**src/rtl/novram_ctrl.sv**
```systemverilog
// rtl/novram_ctrl.sv - NOVRAM controller: CPU-visible working RAM with a nonvolatile shadow image
// Store copies working->shadow, recall copies shadow->working, one nibble per cycle.
module novram_ctrl #(
    parameter int ADDR_W = 8,
    parameter int DATA_W = 4
) (
    input  logic              CLK,
    input  logic              RESET,
    input  logic              CSn,
    input  logic              WEn,
    input  logic [ADDR_W-1:0] A,
    input  logic [DATA_W-1:0] DIN,
    output logic [DATA_W-1:0] DOUT,
    input  logic              STORE,
    input  logic              RECALLn,
    output logic              BUSY
);

    localparam int DEPTH = 1 << ADDR_W;

    typedef enum logic [1:0] {
        IDLE       = 2'd0,
        STORE_RUN  = 2'd1,
        RECALL_RUN = 2'd2
    } state_t;

    logic [DATA_W-1:0] working_mem [DEPTH];
    logic [DATA_W-1:0] shadow_mem  [DEPTH];

    state_t            state_q, state_d;
    logic [ADDR_W-1:0] cnt_q, cnt_d;
    logic              store_r_q, store_r_d, store_p_q, store_p_d;
    logic              recall_r_q, recall_r_d, recall_p_q, recall_p_d;
    logic [DATA_W-1:0] dout_q, dout_d;

    logic              store_rise, recall_fall;
    logic              wk_we, sh_we;
    logic [ADDR_W-1:0] wk_addr;
    logic [DATA_W-1:0] wk_data;

    always_comb begin
        store_r_d   = STORE;
        store_p_d   = store_r_q;
        recall_r_d  = RECALLn;
        recall_p_d  = recall_r_q;
        store_rise  = store_r_q & ~store_p_q;
        recall_fall = ~recall_r_q & recall_p_q;

        state_d = state_q;
        cnt_d   = cnt_q;
        wk_we   = 1'b0;
        sh_we   = 1'b0;
        wk_addr = A;
        wk_data = DIN;

        case (state_q)
            IDLE: begin
                cnt_d = '0;
                // Recall wins a same-cycle tie; the store edge is simply dropped.
                if (recall_fall) begin
                    state_d = RECALL_RUN;
                end else if (store_rise) begin
                    state_d = STORE_RUN;
                end
                wk_we = ~CSn & ~WEn;
            end
            STORE_RUN: begin
                sh_we = 1'b1;
                cnt_d = cnt_q + 1'b1;
                if (&cnt_q) begin
                    state_d = IDLE;
                end
            end
            RECALL_RUN: begin
                wk_we   = 1'b1;
                wk_addr = cnt_q;
                wk_data = shadow_mem[cnt_q];
                cnt_d   = cnt_q + 1'b1;
                if (&cnt_q) begin
                    state_d = IDLE;
                end
            end
            default: begin
                state_d = IDLE;
            end
        endcase

        // Keyed off the next state so DOUT flips to all ones on the same edge BUSY rises.
        dout_d = (state_d == IDLE) ? working_mem[A] : '1;
    end

    always_ff @(posedge CLK or posedge RESET) begin
        if (RESET) begin
            state_q    <= RECALL_RUN;
            cnt_q      <= '0;
            store_r_q  <= 1'b0;
            store_p_q  <= 1'b0;
            recall_r_q <= 1'b1;
            recall_p_q <= 1'b1;
            dout_q     <= '1;
        end else begin
            state_q    <= state_d;
            cnt_q      <= cnt_d;
            store_r_q  <= store_r_d;
            store_p_q  <= store_p_d;
            recall_r_q <= recall_r_d;
            recall_p_q <= recall_p_d;
            dout_q     <= dout_d;
        end
    end

    // Array contents survive reset.
    always_ff @(posedge CLK) begin
        if (wk_we) begin
            working_mem[wk_addr] <= wk_data;
        end
        if (sh_we) begin
            shadow_mem[cnt_q] <= working_mem[cnt_q];
        end
    end

    assign BUSY = (state_q != IDLE);
    assign DOUT = dout_q;

endmodule
```
**config.mk**
```make
export PLATFORM = sky130hd
export DESIGN_NAME = novram_ctrl
export DESIGN_NICKNAME = d
export VERILOG_FILES = /design/src/rtl/novram_ctrl.sv
export SDC_FILE = /design/constraint.sdc
export NUM_CORES = 2
export LEC_CHECK = 0
export BUFFER_PORTS_ARGS = -buffer_cell sky130_fd_sc_hd__buf_2
export CAP_MARGIN = 20
export CORE_ASPECT_RATIO = 1.25
export CORE_MARGIN = 3
export CORE_UTILIZATION = 35
export DETAILED_ROUTE_END_ITERATION = 6
export HOLD_SLACK_MARGIN = 0.15
export PLACE_DENSITY = 0.61
export SYNTH_ARGS = -nofsm -noshare
export SYNTH_HDL_FRONTEND = slang
export SYNTH_SLANG_ARGS = --single-unit
```
**constraint.sdc**
```tcl
create_clock -name CLK -period 14.3 [get_ports CLK]
set_input_delay 2.145 -clock CLK [delete_from_list [all_inputs] [get_ports CLK]]
set_output_delay 2.145 -clock CLK [all_outputs]
set_load 0.02 [all_outputs]
```
### Word level (Yosys, flattened, before mapping)

Memory sizes are Yosys's and may differ from the RTL's.
Cells that the tools add are included.

| storage, ports and cells | value |
|---|---|
| bits in registers | 18 |
| memory bits (writable) | 2,048 |
| bits of input ports | 18 |
| output and inout bits | 5 |
| word-level logic and storage cells | 39 |
| memories | 2 |

| cells by class | value |
|---|---|
| add/sub/neg operators | 1 |
| eq/ne operators | 2 |
| muxes and demuxes | 14 |
| bitwise logic cells | 7 |
| reduce and logical (&&, ||, !) cells | 6 |

Memory list:

| memory | depth | bits a word | rd ports | clocked after memory_dff | write ports | line | RTL |
|---|---|---|---|---|---|---|---|
| shadow_mem | 256 | 4 | 1 | 0 | 1 | 28 | `logic [DATA_W-1:0] shadow_mem [DEPTH];` |
| working_mem | 256 | 4 | 2 | 0 | 1 | 27 | `logic [DATA_W-1:0] working_mem [DEPTH];` |

Operator list:

| operator | count |
|---|---|
| 8-bit one-hot mux with 2 select lines | 1 |
| 8-bit by 1-bit adder with 8-bit output (second input constant) | 1 |
| 4-bit 2-to-1 mux | 2 |
| 8-bit 2-to-1 mux | 1 |
| 8-bit AND reduction | 1 |
| 2-bit 2-to-1 mux | 3 |
| 1-bit 2-to-1 mux | 5 |
| 2-bit logical NOT | 2 |
| 1-bit inverter | 4 |
| 2-bit one-hot mux with 2 select lines | 1 |
| 2-bit nonzero test | 2 |
| 1-bit bitwise AND | 3 |
| 2-bit by 1-bit == test with 1-bit output (second input constant) | 1 |
| 2-bit == test (second input constant) | 1 |
| 1-bit one-hot mux with 2 select lines | 1 |
| 2-bit OR reduction | 1 |

### Longest topological paths before layout

| logic depth | value |
|---|---|
| depth after elaboration | 7 |
| mapped depth | 13 |
| depth with buffers taken out | 9 |

### Least setup slack after synthesis

OpenSTA, ideal clock, no wires.

| timing | value |
|---|---|
| kind | register to register |
| start point | register cnt_q[0] |
| end point | memory shadow_mem[0][3], data pin |
| setup time | 2.251 ns |
| data arrival time | 12.110 ns |
| required time | 12.049 ns |
| path slack | -0.061 ns |
| stages on the path, launching flop included | 9 |
| period minus slack after synthesis | 14.361 ns |
| cell sequence | dfrtp_1 -> buf_4 -> buf_6 -> buf_6 -> buf_4 -> mux4_2 -> mux4_2 -> a22oi_1 -> o311ai_1 |

| on the way | value |
|---|---|
| cells in the longest elaborated chain, start to end | 1 |

RTL lines:

| what | line | RTL |
|---|---|---|
| start: declaration | 31 | `logic [ADDR_W-1:0] cnt_q, cnt_d;` |
| start signal: assignment | 103 | `cnt_q <= cnt_d;` |
| memory 256 x 4 bit | n/a |  |
| end: declaration | 28 |  |

Every way passes these cells.

### Final worst setup path

| timing | value |
|---|---|
| start point | register cnt_q[1] |
| end point | memory shadow_mem[123][0], data pin |

Same word-level chain as after synthesis.

==> results by group <==
Setup path
  – Kind of start point of the critical path: flip-flop
  – RR Startpoint: cnt_q[1]$_DFFE_PP0P_
  – Reg2reg end: shadow_mem[123][0]$_DFFE_PP_
  – Crit Path Max Fanout: 131
  – R2R setup slack: 7070 ps
  – Register-to-Register Path Depth: 12
  – Critical Path End Type: flip-flop
  – Worst Path Arrival: 7670 ps
  – WP data required: 14740 ps
  – WS Path Type: reg -> reg

Routing
  – Via count: 50100
  – First DRT Iteration DRCs: 6314
  – DR WL/cell: 33.0 um
  – WL final: 275000 um
  – Pre-antenna DRT Iters: 6
  – Antenna Violating Nets Remaining: 0
  – Drt drc: 0
  – Via density: 6.02

Job
  – Max cap viols: 0

Logic synthesis
  – Syn_area_per_cell: 18.8 um^2
  – Mapped Area: 89700 um^2
  – Ys async rst share: 0.871%
  – Syn. warnings: 0
  – Number of synthesized register bits: 2066
  – Post-synthesis sequential area ratio: 69.0%
  – Post-synth EDFFs: 2048
  – Synthesized net count: 4810
  – Post-Syn Instances: 4784
  – Yosys cell types: 67
  – Ys flop type: edfxtp_1

Layout
  – Leading cell types in the layout, fill and taps excluded: 2048 x edfxtp_1, 718 x mux4_2, 556 x nor2_1
  – Register area: 62000 um^2
  – Post-route insts no fill: 8321
  – Area Growth Syn to Fin: 12.0%
  – Fraction of layout cells with a size suffix above 1: 25.0%
  – Number of fill cells: 22800
  – Footprint of the multi-input gates: 26200 um^2
  – Nets: 4824
  – Commonest non-fill, non-tap cell in the layout: edfxtp_1

Power and ir drop
  – Switching share of power: 28.6%
  – Clock power share: 33.3%
  – Peak VDD IR: 0.151 mV
  – Int Pwr: 11600 uW
  – NetSw: 4640 uW
  – Combinational share of power: 20.6%
  – Power per Cell Area: 162 nW/um^2
  – Static leakage: 0.0299 uW
  – Flop pwr share: 46.2%

Clock tree
  – Number of hold buffers added after CTS: 0
  – CTS tree: yes
  – Clk buf depth: 3
  – Clock slew seen by the registers of the worst setup and hold paths: 60 ps
  – Post-CTS Setup Bufs: 0
  – Num CTS Buffers: 206
  – H-tree depth: 4
  – Worst skew pair latency: 880 ps
  – Cts repair resizes: 0
  – Clock root buffer: clkbuf_16
  – CTS sink cnt: 2066

Timing
  – Setup violators final: 0
  – Final period utilization: 50.5%
  – Clock skew: 49.8 ps
  – TNS Setup: 0 ps
  – Tightest Pin Transition: 1320 ps
  – Rel. slew slack: 11.8%
  – Hold WS: 382 ps
  – F_max: 0.138 GHz
  – Tmin final: 7230 ps
  – Final hold vios: 0
  – RSZ-0062 raised after global routing: false
  – Final Max Tran Viols: 0

GRT
  – Vias in the first global route: 51200
  – Pin count of the biggest net entering global routing: 257
  – GR Util All Layers: 20.6%
  – First-pass GRT wire length: 387000 um
  – Initial antenna violation count: 12
  – Grt ovf: 0

Worst hold path
  – Worst Hold Endpoint: store_p_q$_DFF_PP0_
  – Hold_sp: store_p_d$_DFF_PP0_
  – WHS Path Cells: 0
  – Hold Crit Class: reg -> reg

Placed design
  – Port Buf Inserts: 22
  – HPWL Detailed: 175000 um
  – DP Cell Count: 7933
  – GPL Wtd Cong: 0.887

Run status
  – Outcome: finished clean

Floorplanning
  – Row cnt: 207
  – Ports: 23
  – Chip height: 572 um
  – CORE AREA: 255000 um^2
  – Initial core utilization: 35.2%
  – Die Area: 263000 um^2
  – Die W: 459 um
## flip-flops by register name, summed over array words and instances, names as in the netlist
register	count
cnt_q	8
store_p_q	1
store_p_d	1
recall_p_q	1
shadow_mem	1024
recall_p_d	1
working_mem	1024
state_q	2
DOUT	4
## cell usage after synthesis, drive strengths merged (6+ instances only)
cell type	count	area share [%]
mux2i	223	2.5
nor2b	23	0.16
nand4	24	0.17
a22oi	153	1.3
nor3	8	0.045
a41oi	6	0.059
a221oi	48	0.47
and3	8	0.056
a21oi	44	0.25
ha	8	0.11
nor4	12	0.084
nand3	96	0.54
nor2	559	2.3
nand2	132	0.55
o221ai	9	0.088
mux4	718	18
a22o	46	0.45
o31ai	10	0.084
a211oi	14	0.12
dfstp	7	0.20
clkbuf	167	0.70
buf	200	1.2
o21ai	29	0.16
mux2	14	0.18
nand2b	14	0.098
dfrtp	11	0.31
edfxtp	2048	69
a31oi	13	0.091
o22ai	27	0.19
a32oi	12	0.12
inv	13	0.054
and2	9	0.063
## layout make-up
class                      instances  share of cell area, %
timing repair buffer             173                   1.42
antenna                            6                 0.0149
clock buffer                     250                   5.31
inverter                          14                 0.0572
tap                             3344                   4.16
clock inverter                   131                   1.33
sequential                      2066                   61.6
multi-input combinational       2337                   26.1
## power by group through the flow
stage	sequential, uW	clock (uW)	combinational, uW
2_1_floorplan	7880	0	2130
3_3_place_gp	7620	0	3300
3_5_place_dp	7630	0	3360
4_1_cts	7500	5470	3360
5_1_grt	7500	5710	3500
6_report	7500	5400	3340
## critical path, cell delays in order (launching register included)
cell      delay (ps)
dfrtp_4         1020
buf_4            710
buf_12           600
buf_4            710
mux4_2           400
a22o_1           240
a221oi_1         320
o22ai_1          180
a211oi_1         680
nor2_1           170
a311o_2          460
buf_4            380
buf_4            520
## per-layer routing
metal	wire length (um)	track usage [%]
met5	81	0
met4	18700	12.2
met3	22700	3.81
met2	137000	34.9
met1	96700	24.6
## through the flow
stage	worst slack (ps)	total power (uW)	util [%]	cell area, um^2
after global placement	7340	10900	36.8	93800
after CTS	7230	16300	39.4	101000
final	7070	16200	39.5	101000
after detailed placement	7260	11000	36.8	93800
after floorplan	3090	10000	-	89800
after global routing	6990	16700	39.4	101000
## how the worst max path moves through the flow
stage	start	endpoint	slack [ps]	cells after the start
floorplan	cnt_q[1]$_DFFE_PP0P_	working_mem[0][1]$_DFFE_PP_	3090	9
global placement	cnt_q[1]$_DFFE_PP0P_	shadow_mem[166][0]$_DFFE_PP_	7340	12
detailed placement	cnt_q[0]$_DFFE_PP0P_	working_mem[160][3]$_DFFE_PP_	7260	10
CTS	cnt_q[1]$_DFFE_PP0P_	shadow_mem[118][0]$_DFFE_PP_	7230	12
global route	cnt_q[0]$_DFFE_PP0P_	working_mem[170][3]$_DFFE_PP_	6990	10
finish	cnt_q[1]$_DFFE_PP0P_	shadow_mem[123][0]$_DFFE_PP_	7070	12
## logic make-up after synthesis
family,after synthesis,synth area share (%)
flip-flops,2066,69.0
multiplexers,955,20.7
AND/OR/NAND/NOR,921,4.44
AO/OA/AOI/OAI,453,3.76
buffers and inverters,381,1.97
adder cells (fa/ha/maj),8,0.112
No activity file was read; power rests on OpenSTA's default activity.
